**config.mk**
```make
export PLATFORM = sky130hd
export DESIGN_NAME = div_flat
export DESIGN_NICKNAME = d
export VERILOG_FILES = /design/src/rtl/div_pkg.sv /design/src/rtl/div_if.sv /design/src/rtl/div_core_u.sv /design/src/rtl/div.sv /design/src/flat_wrapper.sv
export SDC_FILE = /design/constraint.sdc
export NUM_CORES = 1
export LEC_CHECK = 0
export ABC_AREA = 1
export CAP_MARGIN = 5
export CELL_PAD_IN_SITES_DETAIL_PLACEMENT = 1
export CELL_PAD_IN_SITES_GLOBAL_PLACEMENT = 1
export CORE_MARGIN = 5
export CORE_UTILIZATION = 35
export CTS_BUF_LIST = sky130_fd_sc_hd__clkbuf_8
export DETAILED_ROUTE_END_ITERATION = 16
export PLACE_DENSITY_LB_ADDON = 0.1
export SLEW_MARGIN = 10
export SYNTH_ARGS = -nofsm -noshare
export SYNTH_HDL_FRONTEND = slang
export SYNTH_SLANG_ARGS = --single-unit
export TNS_END_PERCENT = 100
```
**constraint.sdc**
```tcl
create_clock -name clk -period 2.53 [get_ports clk]
set_input_delay 0.506 -clock clk [delete_from_list [all_inputs] [get_ports clk]]
set_output_delay 0.506 -clock clk [all_outputs]
set_load 0.02 [all_outputs]
```
**src/rtl/div_pkg.sv**
```systemverilog
// div_pkg: shared types and helpers for the fixed-point divider.
//   state_e  - top-level sequencing states
//   div_iter - quotient bits produced per division (WIDTH + FBITS)
package div_pkg;

    typedef enum logic [2:0] {IDLE, CALC, ROUND, DONE, DBZ} state_e;

    // One quotient bit per cycle over the dividend pre-scaled by 2^FBITS.
    function automatic int div_iter(input int width, input int fbits);
        return width + fbits;
    endfunction

endpackage

```
**src/rtl/div_if.sv**
```systemverilog
// div_if: start/busy/done/valid handshake plus operand/result bus for div.
//   master - drives start, a, b; observes status and val
//   slave  - the divider side
interface div_if #(parameter int WIDTH = 8);
    logic             start;
    logic             busy;
    logic             done;
    logic             valid;
    logic             ovf;
    logic             dbz;
    logic [WIDTH-1:0] a;
    logic [WIDTH-1:0] b;
    logic [WIDTH-1:0] val;

    modport master (output start, a, b,
                    input  busy, done, valid, ovf, dbz, val);
    modport slave  (input  start, a, b,
                    output busy, done, valid, ovf, dbz, val);
endinterface

```
**src/rtl/div_core_u.sv**
```systemverilog
// div_core_u: unsigned restoring divider, one quotient bit per clock.
//   clk, rst - clock, synchronous active-high reset
//   start    - load dvd_mag << FBITS and dvs_mag, begin iterating
//   dvd_mag  - dividend magnitude
//   dvs_mag  - divisor magnitude (non-zero)
//   q, r     - quotient (ITER bits) and remainder (WIDTH+1 bits)
//   done     - high in the cycle whose closing edge writes the last bit;
//              q/r are final in the following cycle
module div_core_u import div_pkg::*; #(
    parameter  int WIDTH = 8,
    parameter  int FBITS = 4,
    localparam int ITER  = div_iter(WIDTH, FBITS)
) (
    input  logic             clk,
    input  logic             rst,
    input  logic             start,
    input  logic [WIDTH-1:0] dvd_mag,
    input  logic [WIDTH-1:0] dvs_mag,
    output logic [ITER-1:0]  q,
    output logic [WIDTH:0]   r,
    output logic             done
);

    localparam int CW = $clog2(ITER);

    logic            run_q,  run_d;
    logic [CW-1:0]   cnt_q,  cnt_d;
    logic [ITER-1:0] dvd_q,  dvd_d;
    logic [WIDTH-1:0] dvs_q, dvs_d;
    logic [ITER-1:0] quo_q,  quo_d;
    logic [WIDTH:0]  rem_q,  rem_d;
    logic [WIDTH:0]  rem_sh;

    always_comb begin
        run_d  = run_q;
        cnt_d  = cnt_q;
        dvd_d  = dvd_q;
        dvs_d  = dvs_q;
        quo_d  = quo_q;
        rem_d  = rem_q;
        // Remainder stays below the divisor, so its top bit is always clear
        // before the shift and the shifted value fits WIDTH+1 bits.
        rem_sh = {rem_q[WIDTH-1:0], dvd_q[ITER-1]};
        if (start) begin
            run_d = 1'b1;
            cnt_d = '0;
            dvd_d = {dvd_mag, {FBITS{1'b0}}};
            dvs_d = dvs_mag;
            quo_d = '0;
            rem_d = '0;
        end else if (run_q) begin
            dvd_d = dvd_q << 1;
            if (rem_sh >= {1'b0, dvs_q}) begin
                rem_d = rem_sh - {1'b0, dvs_q};
                quo_d = {quo_q[ITER-2:0], 1'b1};
            end else begin
                rem_d = rem_sh;
                quo_d = {quo_q[ITER-2:0], 1'b0};
            end
            if (cnt_q == CW'(ITER - 1)) run_d = 1'b0;
            else                        cnt_d = cnt_q + CW'(1);
        end
    end

    always_ff @(posedge clk) begin
        if (rst) begin
            run_q <= 1'b0;
            cnt_q <= '0;
            dvd_q <= '0;
            dvs_q <= '0;
            quo_q <= '0;
            rem_q <= '0;
        end else begin
            run_q <= run_d;
            cnt_q <= cnt_d;
            dvd_q <= dvd_d;
            dvs_q <= dvs_d;
            quo_q <= quo_d;
            rem_q <= rem_d;
        end
    end

    assign q    = quo_q;
    assign r    = rem_q;
    assign done = run_q && (cnt_q == CW'(ITER - 1));

endmodule

```
**src/rtl/div.sv**
```systemverilog
// div: signed Qm.n divider, val = a / b, round-half-to-even.
//   clk, rst - clock, synchronous active-high reset
//   bus      - div_if.slave: start/a/b in; busy/done/valid/ovf/dbz/val out
// done pulses ITER+2 clocks after an accepted start (1 clock for b == 0).
// val/valid/ovf/dbz hold until the next accepted start or reset.
module div import div_pkg::*; #(
    parameter int WIDTH = 8,
    parameter int FBITS = 4
) (
    input  logic  clk,
    input  logic  rst,
    div_if.slave  bus
);

    localparam int ITER = div_iter(WIDTH, FBITS);
    localparam logic [ITER:0] POS_MAX = (ITER+1)'((1 << (WIDTH-1)) - 1);
    localparam logic [ITER:0] NEG_MAX = (ITER+1)'(1 << (WIDTH-1));

    state_e           state_q;
    logic             sign_q;
    logic [WIDTH-1:0] bmag_q;
    logic [ITER:0]    qr_q;
    logic             busy_q, done_q, valid_q, ovf_q, dbz_q;
    logic [WIDTH-1:0] val_q;

    logic             accept, b_zero;
    logic [WIDTH-1:0] a_mag, b_mag;
    logic [ITER-1:0]  q_c;
    logic [WIDTH:0]   r_c;
    logic             core_done;
    logic [WIDTH+1:0] r2, b2;
    logic             round_up, ovf_c;
    logic [WIDTH-1:0] qr_lo, res;

    assign accept = (state_q == IDLE) && bus.start;
    assign b_zero = (bus.b == '0);
    // Two's-complement negate of the most negative value wraps to itself,
    // which is the correct unsigned magnitude 2^(WIDTH-1).
    assign a_mag  = bus.a[WIDTH-1] ? -bus.a : bus.a;
    assign b_mag  = bus.b[WIDTH-1] ? -bus.b : bus.b;

    div_core_u #(.WIDTH(WIDTH), .FBITS(FBITS)) u_core (
        .clk     (clk),
        .rst     (rst),
        .start   (accept && !b_zero),
        .dvd_mag (a_mag),
        .dvs_mag (b_mag),
        .q       (q_c),
        .r       (r_c),
        .done    (core_done)
    );

    // Compare 2R with |b|: above half rounds up, exact half rounds to even.
    assign r2       = {r_c, 1'b0};
    assign b2       = {2'b00, bmag_q};
    assign round_up = (r2 > b2) || ((r2 == b2) && q_c[0]);

    assign ovf_c = sign_q ? (qr_q > NEG_MAX) : (qr_q > POS_MAX);
    assign qr_lo = qr_q[WIDTH-1:0];
    assign res   = sign_q ? -qr_lo : qr_lo;

    always_ff @(posedge clk) begin
        if (rst) begin
            state_q <= IDLE;
            sign_q  <= 1'b0;
            bmag_q  <= '0;
            qr_q    <= '0;
            busy_q  <= 1'b0;
            done_q  <= 1'b0;
            valid_q <= 1'b0;
            ovf_q   <= 1'b0;
            dbz_q   <= 1'b0;
            val_q   <= '0;
        end else begin
            done_q <= 1'b0;
            case (state_q)
                IDLE: if (bus.start) begin
                    sign_q  <= bus.a[WIDTH-1] ^ bus.b[WIDTH-1];
                    bmag_q  <= b_mag;
                    valid_q <= 1'b0;
                    ovf_q   <= 1'b0;
                    dbz_q   <= 1'b0;
                    busy_q  <= 1'b1;
                    state_q <= b_zero ? DBZ : CALC;
                end
                DBZ: begin
                    done_q  <= 1'b1;
                    dbz_q   <= 1'b1;
                    valid_q <= 1'b0;
                    val_q   <= '0;
                    busy_q  <= 1'b0;
                    state_q <= IDLE;
                end
                CALC: if (core_done) state_q <= ROUND;
                ROUND: begin
                    qr_q    <= {1'b0, q_c} + (ITER+1)'(round_up);
                    state_q <= DONE;
                end
                DONE: begin
                    done_q  <= 1'b1;
                    busy_q  <= 1'b0;
                    valid_q <= !ovf_c;
                    ovf_q   <= ovf_c;
                    val_q   <= ovf_c ? '0 : res;
                    state_q <= IDLE;
                end
                default: state_q <= IDLE;
            endcase
        end
    end

    assign bus.busy  = busy_q;
    assign bus.done  = done_q;
    assign bus.valid = valid_q;
    assign bus.ovf   = ovf_q;
    assign bus.dbz   = dbz_q;
    assign bus.val   = val_q;

endmodule

```
**src/flat_wrapper.sv**
```systemverilog
// flat-port wrapper written by rule: the top's interface ports become plain ports
module div_flat import div_pkg::*;
#(
    parameter int WIDTH = 8,
    parameter int FBITS = 4
)
  (clk, rst, bus_start, bus_a, bus_b, bus_busy, bus_done, bus_valid, bus_ovf, bus_dbz, bus_val);
  div_if #(.WIDTH(WIDTH)) bus_i ();
  input  logic clk;
  input  logic rst;
  input wire logic [$bits(bus_i.start)-1:0] bus_start;
  input wire logic [$bits(bus_i.a)-1:0] bus_a;
  input wire logic [$bits(bus_i.b)-1:0] bus_b;
  output wire logic [$bits(bus_i.busy)-1:0] bus_busy;
  output wire logic [$bits(bus_i.done)-1:0] bus_done;
  output wire logic [$bits(bus_i.valid)-1:0] bus_valid;
  output wire logic [$bits(bus_i.ovf)-1:0] bus_ovf;
  output wire logic [$bits(bus_i.dbz)-1:0] bus_dbz;
  output wire logic [$bits(bus_i.val)-1:0] bus_val;
  assign bus_i.start = bus_start;
  assign bus_i.a = bus_a;
  assign bus_i.b = bus_b;
  assign bus_busy = bus_i.busy;
  assign bus_done = bus_i.done;
  assign bus_valid = bus_i.valid;
  assign bus_ovf = bus_i.ovf;
  assign bus_dbz = bus_i.dbz;
  assign bus_val = bus_i.val;
  div #(.WIDTH(WIDTH), .FBITS(FBITS)) u_core (.clk(clk), .rst(rst), .bus(bus_i));
endmodule
```
==> metrics.txt <==
status finished, final reports clean; Seq/Total Area, Yosys 0.344; DR vias approximately 4200; synth warn 0; Hold Startpoint u_core.bus.val[5]; Power Dens Cells 765 nW/um^2; Avg Cell Area, Syn roughly 7.2 um^2; CTS tree built; CP required 2840 ps; kind of cell adding the most delay to the critical path simple AND/OR/NAND/NOR gates; largest net degree at the start of global routing 35; net count after synthesis 684; minimum clock period 2330 ps; Hold Path Class flip-flop to flip-flop; ys async rst share 0; aggregate routed wire length about 13000 um; CTS Sinks 80; port buffer count 31; top cell type's share of synthesized area 0.344; number of fill cells 1673; Congestion Overflow GR 0; Die Y 125 um; Post-synth EDFFs 0; Peak VDD IR 257 uV; Static Leak 2.35 nW; Slew @ Worst Pin 654 ps; RePlAce Congestion 0.818; final hold vios 0; final net count 725; Clock Tree Buf Depth 2; detailed-route DRC error count 0; Max Slew Vio Count 0; Layout area overhead 19.0%; Finished Layout Cells 864; cell row count 42; CP startpoint kind flip-flop; element type at the critical path end flip-flop; H-tree depth reported by CTS 3; Clock Pin Slew Worst Setup and Hold Paths 80 ps; post-route cell area 5530 um^2; DIE WIDTH 125 um; Main synth FF type dfxtp_1; Cell Area, Synth between 4000 and 5000 um^2; gr usage total 0.165; Core Area roughly 13000 um^2; Vias/cell 4.88; CP bufs+invs 3; drt first pass iters 4; Initial Utilization 0.354; unique cell type count in the Yosys netlist 42; top post-synthesis cells by count 146 x nand2_1, 82 x inv_1, 80 x dfxtp_1; Num CTS Buffers 9; dpl cells between 800 and 900; R2R Path Start u_core.bmag_q[6]; Die Area between 15000 and 20000 um^2; worst skew pair latency 370 ps; # diodes 0; WL per Instance 14.6 um; Final Skew 12.2 ps; crit path cell chain inv_1 -> ha_1 -> nand2_2 -> nor3_4 -> o211ai_1 -> nand4_1 -> o21ai_1 -> inv_1 -> ha_4 -> nand3_2 -> nor2_4 -> nand3_2 -> nor2_4 -> a21oi_1 -> o21ai_1 -> nand2_1 -> inv_1; top cells by area, synth dfxtp_1 34%, nand2_1 12%, inv_1 6.6%; Top cell by count, worst path inv_1; maximum fanout along the worst path 3; first-pass GRT wire length 21300 um; antenna-violating nets left 0; most frequent cell after synthesis nand2_1; Critical path origin u_core.bmag_q[6]; First DRT Iteration DRCs 208; number of global-route vias before repair around 4400; leading area contributor after synthesis dfxtp_1; CTS Root Cell clkbuf_8; Worst EP arrival 2640 ps; max_cap viols 0; DP Wirelength 9840 um; dpl cell area about 5200 um^2; critical path type flip-flop to flip-flop; slowest stage delay, CP around 320 ps; layout cells sized above 1 0.157; endpoints failing setup 0; synthesized flop and latch total 80; fin crit share 0.921; f_max 429 MHz; Ports 32; slowest library cell on the worst path dfxtp_1; Post-Synthesis Cells 642; antenna violations before repair 0; relative slew slack 0.563
[cells in the final DEF, fill, tap and decap left out, types with 11 or more instances in the layout]
cell type / count
nand2_1: 144
inv_1: 83
dfxtp_1: 79
a21oi_1: 44
nand3_1: 41
o21ai_0: 39
nor2_1: 37
clkdlybuf4s50_1: 31
a21oi_2: 22
ha_1: 18
xor2_1: 16
buf_4: 16
o21ai_1: 12
clkbuf_8: 11
[metrics by stage]
stage | worst slack (ps) | hold slack (ps) | power (mW) | utilization | setup TNS, ps
2_1_floorplan | 197 | 433 | 2.75 | - | 0
3_3_place_gp | -22.3 | 439 | 3.14 | 0.396 | -22.3
3_5_place_dp | -217 | 453 | 3.20 | 0.396 | -750
4_1_cts | -31.8 | 468 | 4.26 | 0.416 | -83.0
5_1_grt | -2.98 | 491 | 4.56 | 0.421 | -3.02
6_report | 199 | 460 | 4.24 | 0.421 | 0
[cell type report]
| cell class | instances | area, um^2 | area share |
|---|---|---|---|
| clock inverters | 5 | 55.1 | 0.00995 |
| flip-flops and latches | 80 | 1600 | 0.290 |
| repair buffers | 48 | 450 | 0.0814 |
| multi-input cells | 450 | 2700 | 0.487 |
| well taps | 176 | 220 | 0.0398 |
| inverters | 94 | 358 | 0.0647 |
| clock buffers | 11 | 151 | 0.0274 |
[path summary, 6_finish.rpt]
path	to	slack (ps)	cells after the start
worst max-delay path	u_core.qr_q[11]	200	17
worst min-delay path	u_core.bus.val[5]	460	2
worst max register to register	u_core.qr_q[11]	200	17
worst min register to register	u_core.bus.val[5]	460	2
[metal layers]
layer / share of wire / up-vias / routed length (um) / track usage
li1: - / 2159 / - / -
met1: 0.51 / 1991 / 6430 / 0.225
met2: 0.45 / 52 / 5680 / 0.260
met3: 0.029 / 14 / 367 / 0.0337
met4: 0.014 / 0 / 177 / 0.0555
met5: 0 / - / 0 / 0
[kinds of logic (layout without fill, tap and decap cells)]
family | count (synthesis) | count (layout) | share of synthesized area
AO/OA/AOI/OAI | 129 | 129 | 0.166
XOR/XNOR | 22 | 22 | 0.0414
flip-flops | 80 | 80 | 0.344
buffers and inverters | 112 | 158 | 0.101
AND/OR/NAND/NOR | 274 | 274 | 0.280
adder cells (fa/ha/maj) | 23 | 23 | 0.0635
multiplexers | 2 | 2 | 0.00430
[flip-flops by register name, summed over array words and instances, names as in the netlist]
name                 count
u_core.sign_q            1
u_core.state_q           3
u_core.bus.done          1
u_core.u_core.dvs_q      8
u_core.u_core.r          9
u_core.bus.valid         1
u_core.bus.val           8
u_core.u_core.q         12
u_core.bus.ovf           1
u_core.u_core.run_q      1
u_core.bus.dbz           1
u_core.bus.busy          1
u_core.u_core.cnt_q      4
u_core.bmag_q            8
u_core.u_core.dvd_q      8
u_core.qr_q             13
[where the power goes]
part	internal, mW	switching, mW
combinational	0.657	1.12
sequential	1.36	0.0917
clock	0.509	0.492
total	2.53	1.71
[tightest hold or removal path: stages (launching register included)]
cell and delay [ps]:
dfxtp_1 320, nand2_1 60, nand2_1 40
[timing repair]
item	4_1_cts	5_1_grt
setup buffers	1	1
hold buffers	0	0
setup endpoints to repair	7	7
gates cloned	0	0
gates resized for setup	12	13
pin swaps	3	6
Power figures use the tool's default switching activity.
